<file path="config.mk">
export PLATFORM = sky130hd
export DESIGN_NAME = result_collector
export DESIGN_NICKNAME = d
export VERILOG_FILES = /design/src/rtl/cpu_pkg.sv /design/src/rtl/sync_fifo.sv /design/src/rtl/result_collector.sv
export SDC_FILE = /design/constraint.sdc
export NUM_CORES = 1
export LEC_CHECK = 0
export CAP_MARGIN = 10
export CORE_ASPECT_RATIO = 0.7
export CORE_MARGIN = 1.5
export CORE_UTILIZATION = 60
export DETAILED_ROUTE_END_ITERATION = 10
export HOLD_SLACK_MARGIN = 0.08
export PLACE_DENSITY = 0.88
export SLEW_MARGIN = 20
export SYNTH_ARGS = -nofsm -noshare
export SYNTH_HDL_FRONTEND = slang
export SYNTH_SLANG_ARGS = --single-unit
</file>
<file path="constraint.sdc">
create_clock -name clock -period 4.6 [get_ports clock]
set_input_delay 0.46 -clock clock [delete_from_list [all_inputs] [get_ports clock]]
set_output_delay 0.46 -clock clock [all_outputs]
set_load 0.01 [all_outputs]
</file>
<file path="src/rtl/cpu_pkg.sv">
// Shared CPU constants: data width and the RegZ/RegY/RegX/ALU control encodings.
// Control and result_collector both import this package so they agree on tz values.
package cpu_pkg;

    localparam int unsigned DATA_W = 4;
    localparam int unsigned CTRL_W = 4;

    // RegZ control word (tz)
    localparam logic [CTRL_W-1:0] TZ_HOLD  = 4'b0000;
    localparam logic [CTRL_W-1:0] TZ_LOAD  = 4'b0001;  // RegZ loads acumulador this edge
    localparam logic [CTRL_W-1:0] TZ_CLEAR = 4'b0010;

    // RegY control word (ty)
    localparam logic [CTRL_W-1:0] TY_HOLD  = 4'b0000;
    localparam logic [CTRL_W-1:0] TY_LOAD  = 4'b0001;
    localparam logic [CTRL_W-1:0] TY_CLEAR = 4'b0010;

    // RegX control word (tx)
    localparam logic [CTRL_W-1:0] TX_HOLD  = 4'b0000;
    localparam logic [CTRL_W-1:0] TX_LOAD  = 4'b0001;
    localparam logic [CTRL_W-1:0] TX_CLEAR = 4'b0010;

    // ALU operation (tula)
    localparam logic [CTRL_W-1:0] TULA_ADD = 4'b0000;
    localparam logic [CTRL_W-1:0] TULA_SUB = 4'b0001;
    localparam logic [CTRL_W-1:0] TULA_AND = 4'b0010;
    localparam logic [CTRL_W-1:0] TULA_OR  = 4'b0011;

endpackage

</file>
<file path="src/rtl/sync_fifo.sv">
// Show-ahead synchronous FIFO with synchronous clear.
// Ports: clock, reset (async high), clear, push/wr_data, pop,
//        rd_valid/rd_data (head, 0 when empty), count/full/empty.
// A push while full is accepted only if a pop happens on the same edge;
// a pop while empty is ignored. clear dominates push and pop.
module sync_fifo #(
    parameter int unsigned WIDTH = 4,
    parameter int unsigned DEPTH = 8
) (
    input  logic                     clock,
    input  logic                     reset,
    input  logic                     clear,
    input  logic                     push,
    input  logic [WIDTH-1:0]         wr_data,
    input  logic                     pop,
    output logic                     rd_valid,
    output logic [WIDTH-1:0]         rd_data,
    output logic [$clog2(DEPTH):0]   count,
    output logic                     full,
    output logic                     empty
);

    localparam int unsigned PTR_W = $clog2(DEPTH);
    localparam int unsigned CNT_W = PTR_W + 1;

    logic [WIDTH-1:0] mem_q [DEPTH];
    logic [WIDTH-1:0] mem_d [DEPTH];
    logic [PTR_W-1:0] wr_ptr_q, wr_ptr_d;
    logic [PTR_W-1:0] rd_ptr_q, rd_ptr_d;
    logic [CNT_W-1:0] count_q, count_d;
    logic             do_push, do_pop;

    // Next-state: pointers wrap naturally because DEPTH is a power of two
    always_comb begin
        mem_d    = mem_q;
        wr_ptr_d = wr_ptr_q;
        rd_ptr_d = rd_ptr_q;
        count_d  = count_q;
        do_pop   = pop && (count_q != '0);
        do_push  = push && ((count_q != CNT_W'(DEPTH)) || do_pop);
        if (clear) begin
            wr_ptr_d = '0;
            rd_ptr_d = '0;
            count_d  = '0;
        end else begin
            if (do_push) begin
                mem_d[wr_ptr_q] = wr_data;
                wr_ptr_d        = wr_ptr_q + PTR_W'(1);
            end
            if (do_pop) begin
                rd_ptr_d = rd_ptr_q + PTR_W'(1);
            end
            case ({do_push, do_pop})
                2'b10:   count_d = count_q + CNT_W'(1);
                2'b01:   count_d = count_q - CNT_W'(1);
                default: count_d = count_q;
            endcase
        end
    end

    always_ff @(posedge clock or posedge reset) begin
        if (reset) begin
            mem_q    <= '{default: '0};
            wr_ptr_q <= '0;
            rd_ptr_q <= '0;
            count_q  <= '0;
        end else begin
            mem_q    <= mem_d;
            wr_ptr_q <= wr_ptr_d;
            rd_ptr_q <= rd_ptr_d;
            count_q  <= count_d;
        end
    end

    // Status and head are decoded from flops only; no path from pop
    assign empty    = (count_q == '0);
    assign full     = (count_q == CNT_W'(DEPTH));
    assign rd_valid = !empty;
    assign rd_data  = empty ? '0 : mem_q[rd_ptr_q];
    assign count    = count_q;

endmodule

</file>
<file path="src/rtl/result_collector.sv">
// Captures every value the CPU stores into RegZ and queues it for a consumer.
// Ports: clock, reset (async high), tz/cpu_out (CPU RegZ control and output),
//        clear (sync flush), rd_ready/rd_valid/rd_data (show-ahead drain),
//        count/full/empty (FIFO status), overflow (sticky drop flag).
// RegZ loads on the edge tz is sampled, so the capture happens one edge later.
module result_collector
    import cpu_pkg::*;
#(
    parameter int unsigned         WIDTH   = DATA_W,
    parameter int unsigned         DEPTH   = 8,
    parameter logic [CTRL_W-1:0]   TZ_LOAD = cpu_pkg::TZ_LOAD
) (
    input  logic                     clock,
    input  logic                     reset,
    input  logic [CTRL_W-1:0]        tz,
    input  logic [WIDTH-1:0]         cpu_out,
    input  logic                     clear,
    input  logic                     rd_ready,
    output logic                     rd_valid,
    output logic [WIDTH-1:0]         rd_data,
    output logic [$clog2(DEPTH):0]   count,
    output logic                     full,
    output logic                     empty,
    output logic                     overflow
);

    localparam logic [0:0] ST_IDLE  = 1'b0;
    localparam logic [0:0] ST_ARMED = 1'b1;

    logic [0:0] state_q, state_d;
    logic       overflow_q, overflow_d;
    logic       push_c;
    logic       pop_c;

    assign pop_c = rd_valid && rd_ready;

    // Capture FSM and sticky overflow; clear discards a pending capture
    always_comb begin
        state_d    = ST_IDLE;
        overflow_d = overflow_q;
        push_c     = 1'b0;
        if (clear) begin
            overflow_d = 1'b0;
        end else begin
            if (tz == TZ_LOAD) begin
                state_d = ST_ARMED;
            end
            push_c = (state_q == ST_ARMED);
            // Full push is dropped unless the head leaves on the same edge
            if (push_c && full && !pop_c) begin
                overflow_d = 1'b1;
            end
        end
    end

    always_ff @(posedge clock or posedge reset) begin
        if (reset) begin
            state_q    <= ST_IDLE;
            overflow_q <= 1'b0;
        end else begin
            state_q    <= state_d;
            overflow_q <= overflow_d;
        end
    end

    assign overflow = overflow_q;

    sync_fifo #(
        .WIDTH (WIDTH),
        .DEPTH (DEPTH)
    ) u_fifo (
        .clock    (clock),
        .reset    (reset),
        .clear    (clear),
        .push     (push_c),
        .wr_data  (cpu_out),
        .pop      (pop_c),
        .rd_valid (rd_valid),
        .rd_data  (rd_data),
        .count    (count),
        .full     (full),
        .empty    (empty)
    );

endmodule

</file>
# Yosys cells after proc, flatten, opt, wreduce, memory -nomap -nowiden

Cells that the tools add are included.

Logic and storage cells: 62
Input bits: 12
Flip-flop bits (word level): 44

Bitwise gates (word level): 3
Reductions and logical operators: 16
Magnitude comparators: 3
Add/subtract/negate cells: 4
Equality and inequality tests: 5
Muxes and demuxes: 18

Operator list:

| operator                                            | number |
|---|---|
| bitwise mux 32 bit                                  | 1 |
| two-way mux 4 bit                                   | 5 |
| binary-select mux 4 bit (select 3 bit)              | 1 |
| demux 4 bit (select 3 bit)                          | 1 |
| two-way mux 3 bit                                   | 4 |
| >= comparator 4 bit (second input constant)         | 2 |
| NOT 3 -> 4 bit                                      | 2 |
| one-hot mux 4 bit (2 select lines)                  | 1 |
| adder 3 x 1 -> 3 bit (second input constant)        | 2 |
| logical AND 1 bit                                   | 6 |
| nonzero test 2 bit                                  | 3 |
| two-way mux 1 bit                                   | 5 |
| adder 4 x 1 -> 4 bit (second input constant)        | 1 |
| == test 4 x 1 -> 1 bit (second input constant)      | 1 |
| == test 4 bit (second input constant)               | 1 |
| logical NOT 4 bit                                   | 1 |
| < comparator 4 x 1 -> 1 bit (second input constant) | 1 |
| != test 4 bit (second input constant)               | 1 |
| nonzero test 4 bit                                  | 1 |
| subtractor 4 x 1 -> 4 bit (second input constant)   | 1 |
| nonzero test 3 bit                                  | 1 |
| == test 2 x 1 -> 1 bit (second input constant)      | 1 |
| == test 2 bit (second input constant)               | 1 |
| logical NOT 1 bit                                   | 2 |
| 3 further kinds                                     | 3 |

# Depth between registers and ports, before layout

Word-level depth: 9
Gate-level depth with buffers: 8

# Modules after synthesis

A second synthesis with hierarchy kept.

Cells, all modules: 184
Area, all modules: 2,344.7 sq um

Modules (own cells, without submodules):

| module           | seq. area each (sq um) | area an instance (sq um) | times used | cells an instance |
|---|---|---|---|---|
| sync_fifo        | 1,051.0                | 2,245.9                  | 1          | 174 |
| result_collector | 50.0                   | 98.8                     | 1          | 10 |

# Worst setup path before layout

No wires, ideal clock.

Path kind: reg2reg
From: reg u_fifo.count_q[0], in the netlist u_fifo.count[0]
To: reg u_fifo.count_q[3], in the netlist u_fifo.count[3]
Buffers on the path: 1
Cell stages (with the launch flop): 9
Period minus slack after synthesis: 2,572 ps
Slack: 2,028 ps
Setup time: 125 ps
Data arrival time: 2,447 ps
Path through: dfrtp_1 buf_6 o41ai_2 nor2_1 ha_1 o21ai_0 or4b_1 a21boi_1 mux2_2

Longest elaborated chain between the ends: 9
Elaborated cells on any way between the ends: 15
Classes of those cells: add/sub (2); eq/ne (3); mux (2); reduce/logical (8)

Ends and longest elaborated chain:

| element                                                 | RTL line               | RTL |
|---|---|---|
| start, declared                                         | sync_fifo.sv:30        | `logic [CNT_W-1:0] count_q, count_d;` |
| start signal, assigned                                  | sync_fifo.sv:71        | `count_q <= count_d;` |
| logical NOT 4 bit                                       | sync_fifo.sv:76        | `assign empty = (count_q == '0);` |
| logical NOT 1 bit                                       | sync_fifo.sv:78        | `assign rd_valid = !empty;` |
| logical AND 1 bit                                       | result_collector.sv:35 | `assign pop_c = rd_valid && rd_ready;` |
| logical AND 1 bit                                       | sync_fifo.sv:39        | `do_pop = pop && (count_q != '0);` |
| logical OR 1 bit                                        | sync_fifo.sv:40        | `do_push = push && ((count_q != CNT_W'(DEPTH)) \|\| do_pop);` |
| logical AND 1 bit                                       | sync_fifo.sv:40        |  |
| == test 2 x 1 -> 1 bit or == test 2 bit (tied branches) | sync_fifo.sv:53        | `case ({do_push, do_pop})` |
| one-hot mux 4 bit (2 select lines)                      | sync_fifo.sv:53        |  |
| two-way mux 4 bit                                       | sync_fifo.sv:41        | `if (clear) begin` |

Several ways; a longest one is shown, not always the timed one.
A chain may end at the register's enable or synchronous reset.

# Final worst setup path

From: in clear
To: reg u_fifo.count_q[3], in the netlist u_fifo.count[3]

Longest elaborated chain between the ends: 5
Elaborated cells on any way between the ends: 7
Classes of those cells: eq/ne (2); mux (3); reduce/logical (2)

Ends and longest elaborated chain:

| element                                                 | RTL line               | RTL |
|---|---|---|
| start, declared                                         | result_collector.sv:17 | `input logic clear,` |
| two-way mux 1 bit                                       | result_collector.sv:42 | `if (clear) begin` |
| logical AND 1 bit                                       | sync_fifo.sv:40        |  |
| == test 2 x 1 -> 1 bit or == test 2 bit (tied branches) | sync_fifo.sv:53        |  |
| one-hot mux 4 bit (2 select lines)                      | sync_fifo.sv:53        |  |
| two-way mux 4 bit                                       | sync_fifo.sv:41        |  |

Several ways; a longest one is shown, not always the timed one.

==> metrics.csv <==
stage,metric,value,unit
sta,finalSetupViolations,0,
finish,nNetsFinal,212,
clocking,clk_latency,0.29,ns
logic_synthesis,yosysUniqueCellTypes,38,
global_route,grt_pass1_vias,1472,
finish,final_common_cell,dfrtp_1,
clocking,clk_pin_slew,0.08,ns
global_route,gr-usage-all-layers,0.2495,
placement,gp_congestion,0.7871,
clocking,root_buffer,clkbuf_8,
clocking,htreeDepth,2,
logic_synthesis,synth_edf_count,0,
sta,slew_viol_final,0,
logic_synthesis,ys_seq_area_frac,0.4825,
finish,layout_common_cells,"dfrtp_1, clkdlybuf4s50_1, mux2_1",
setup_path,crit_family,buffers and inverters,
clocking,cts_resized,0,
finish,area_growth_syn_to_layout,15.24,%
clocking,cts_sinks,44,
min_path,hp-class,reg2reg,
global_route,grt_remaining_overflow,0,
setup_path,reg2regPathDepth,7,
floorplanning,dieArea,0.004189,mm2
setup_path,worstSetupStartpointType,input pin,
logic_synthesis,avgSynthCellArea,13.12,um2
drt,vias,1484,
setup_path,reg2reg_from,u_fifo.count[0]$_DFFE_PP0P_,
logic_synthesis,yosys.area_share.simple,0.1250,
floorplanning,die_h,54.60,um
power,p_per_area,271.0,mW/mm2
drt,drt_iter0_drc,104,
sta,fin_setup_tns,0,ns
floorplanning,start_util,0.6373,
finish,n_antenna_cell,0,
sta,fin_worst_skew,0.006887,ns
finish,final_util,0.7345,
logic_synthesis,syn_inst,174,
sta,finalCriticalPeriod,2.885,ns
sta,hold_viol,0,
clocking,cts-buffers-inserted,5,
sta,slew_headroom,0.5654,
setup_path,timing.rr.end,u_fifo.count[3]$_DFFE_PP0P_,
sta,fin_crit_sh,0.6271,
setup_path,critPathBufInv,1,
setup_path,setup.worst_path.end_class,flop,
floorplanning,num_rows,18,
placement,port_buffers,23,
logic_synthesis,netlist.area_leader.share,0.4825,
sta,rsz0062_at_grt,false,
logic_synthesis,synth_compound_area_frac,0.05318,
drt,wl_per_cell,19.42,um
min_path,min_path_cells,1,
finish,drive_gt1_frac,0.2132,
setup_path,critPathMaxFanout,18,
power,p_leak,1.201,nW
clocking,cts-hold-fix-buffers,0,
logic_synthesis,synthArstFlopShare,1.000,
logic_synthesis,synthXorXnorAreaFrac,0.02686,
setup_path,crit_chain,clkdlybuf4s50_1 > nor2b_1 > nor2_1 > ha_1 > o21ai_0 > or4b_1 > a21boi_1 > mux2_2,
global_route,antenna_found_initial,0,
outcome,outcome,"finished, final reports clean",
setup_path,r2r_slack,1.75,ns
drt,vias_per_cell,6.008,
floorplanning,die_w,76.72,um
sta,worst_slew_pin_slew,0.6518,ns
global_route,grt_max_degree,45,
clocking,cts_tree,yes,
logic_synthesis,synth.area.mux_share,0.2637,
drt,drc_errors,0,
setup_path,crit_path_max_incr_delay,0.86,ns
logic_synthesis,synthTopCellsByArea,"dfrtp_1, mux2_1, mux4_2",
floorplanning,io_pins,24,
clocking,clock_path_buffers,2,
floorplanning,core,0.003581,mm2
global_route,grt_pass1_wl,7.500,mm
clocking,cts_setup_buffers,0,
flow_run,drv_cap,0,
setup_path,cp-startpoint,clear,
logic_synthesis,synth_ff_type,dfrtp_1,
logic_synthesis,synth-adder-area-share,0.02193,
logic_synthesis,yosys.area.top_type,dfrtp_1,
logic_synthesis,synth_nets,190,
min_path,hold-path-endpoint,u_fifo.mem_q[31]$_DFFE_PP0P_,
placement,place_hpwl,3.417,mm
setup_path,arrival,3.06,ns
min_path,hold_start,u_fifo.mem_q[31]$_DFFE_PP0P_,
power,peakVddDrop,242.7,uV
drt,ant_nets,0,
logic_synthesis,synth_top_family_by_area,multiplexers,
setup_path,cp_slowest_cell,clkdlybuf4s50_1,
logic_synthesis,synth_area,0.002282,mm2
drt,firstDrtPassIters,4,
drt,totalWireLength,4.797,mm
sta,max_freq,346.7,MHz
logic_synthesis,yosysWarnings,0,
logic_synthesis,synth-seq-cells,44,
setup_path,cp_data_required_time,4.78,ns
setup_path,crit_type,in2reg,
==> power by group <==
group | switching (W) | internal [W] | total (W)
registers | 0.00000831 | 0.000395 | 0.000403
clock network | 0.000126 | 0.000122 | 0.000248
logic | 0.0000298 | 0.0000319 | 0.0000617
==> worst max-delay path by stage <==
stage | slack [ns] | cells past startpoint | endpoint
floorplan | 2.03 | 8 | u_fifo.count[3]$_DFFE_PP0P_
CTS | 1.73 | 4 | rd_data[0]
finish | 1.72 | 8 | u_fifo.count[3]$_DFFE_PP0P_
detailed placement | 1.44 | 8 | u_fifo.count[3]$_DFFE_PP0P_
global route | 1.59 | 8 | u_fifo.count[3]$_DFFE_PP0P_
global placement | 1.62 | 8 | u_fifo.count[3]$_DFFE_PP0P_
==> synth_stat cells, types with 2 or more instances <==
master / instances
ha_1: 4
buf_2: 4
mux4_2: 8
nor2b_1: 2
mux2_1: 20
or3_4: 4
inv_1: 4
nand3_2: 4
mux2i_1: 5
dfrtp_1: 44
nand2_1: 4
nor2_1: 16
a21oi_1: 4
o21ai_0: 2
nand3b_1: 2
mux2_2: 13
nor3_1: 3
xor2_1: 4
clkbuf_1: 4
nand2b_1: 2
nand3_1: 2
xnor2_1: 3
==> per-stage QoR <==
| step | setup WS (ns) | cells | hold WS, ns | cell area [um2] | total power [W] |
|---|---|---|---|---|---|
| 5_1_grt | 1.589 | 247 | 0.5171 | 2630 | 0.0007381 |
| 3_3_place_gp | 1.621 | 239 | 0.4683 | 2536 | 0.0004691 |
| 6_report | 1.715 | 247 | 0.4994 | 2630 | 0.0007126 |
| 3_5_place_dp | 1.437 | 239 | 0.4821 | 2536 | 0.0004729 |
| 4_1_cts | 1.732 | 247 | 0.4996 | 2630 | 0.0007149 |
| 2_1_floorplan | 2.028 | 174 | 0.4587 | 2282 | 0.0004474 |
==> flip-flops by register name (all words and copies together), names as in the netlist <==
| name | count |
|---|---|
| overflow | 1 |
| u_fifo.rd_ptr_q | 3 |
| u_fifo.count | 4 |
| state_q | 1 |
| u_fifo.mem_q | 32 |
| u_fifo.wr_ptr_q | 3 |
==> logic make-up (layout without fill, tap and decap cells) <==
| kind of cell | count (synthesis) | after routing |
|---|---|---|
| flip-flops | 44 | 44 |
| XOR/XNOR | 7 | 7 |
| AO/OA/AOI/OAI | 14 | 14 |
| adder cells (fa/ha/maj) | 4 | 4 |
| AND/OR/NAND/NOR | 46 | 46 |
| buffers and inverters | 13 | 36 |
| multiplexers | 46 | 46 |
==> metal layers <==
layer	wire, um	up-vias	share of wire	track usage
li1	-	676	-	-
met4	40	0	0.0083	0.07716
met5	0	-	0	0
met2	2385	61	0.50	0.4336
met3	300	9	0.063	0.04833
met1	2071	738	0.43	0.3282
==> area by class of cell <==
cell class | instances | area, um2
Sequential cell | 44 | 1101
Fill cell | 234 | 950.9
Clock inverter | 1 | 7.507
Tap cell | 50 | 62.56
Multi-Input combinational cell | 117 | 1120
Inverter | 4 | 15.01
Clock buffer | 7 | 86.33
Timing Repair Buffer | 24 | 237.7
Note: power is estimated with default switching activity, not from simulation.
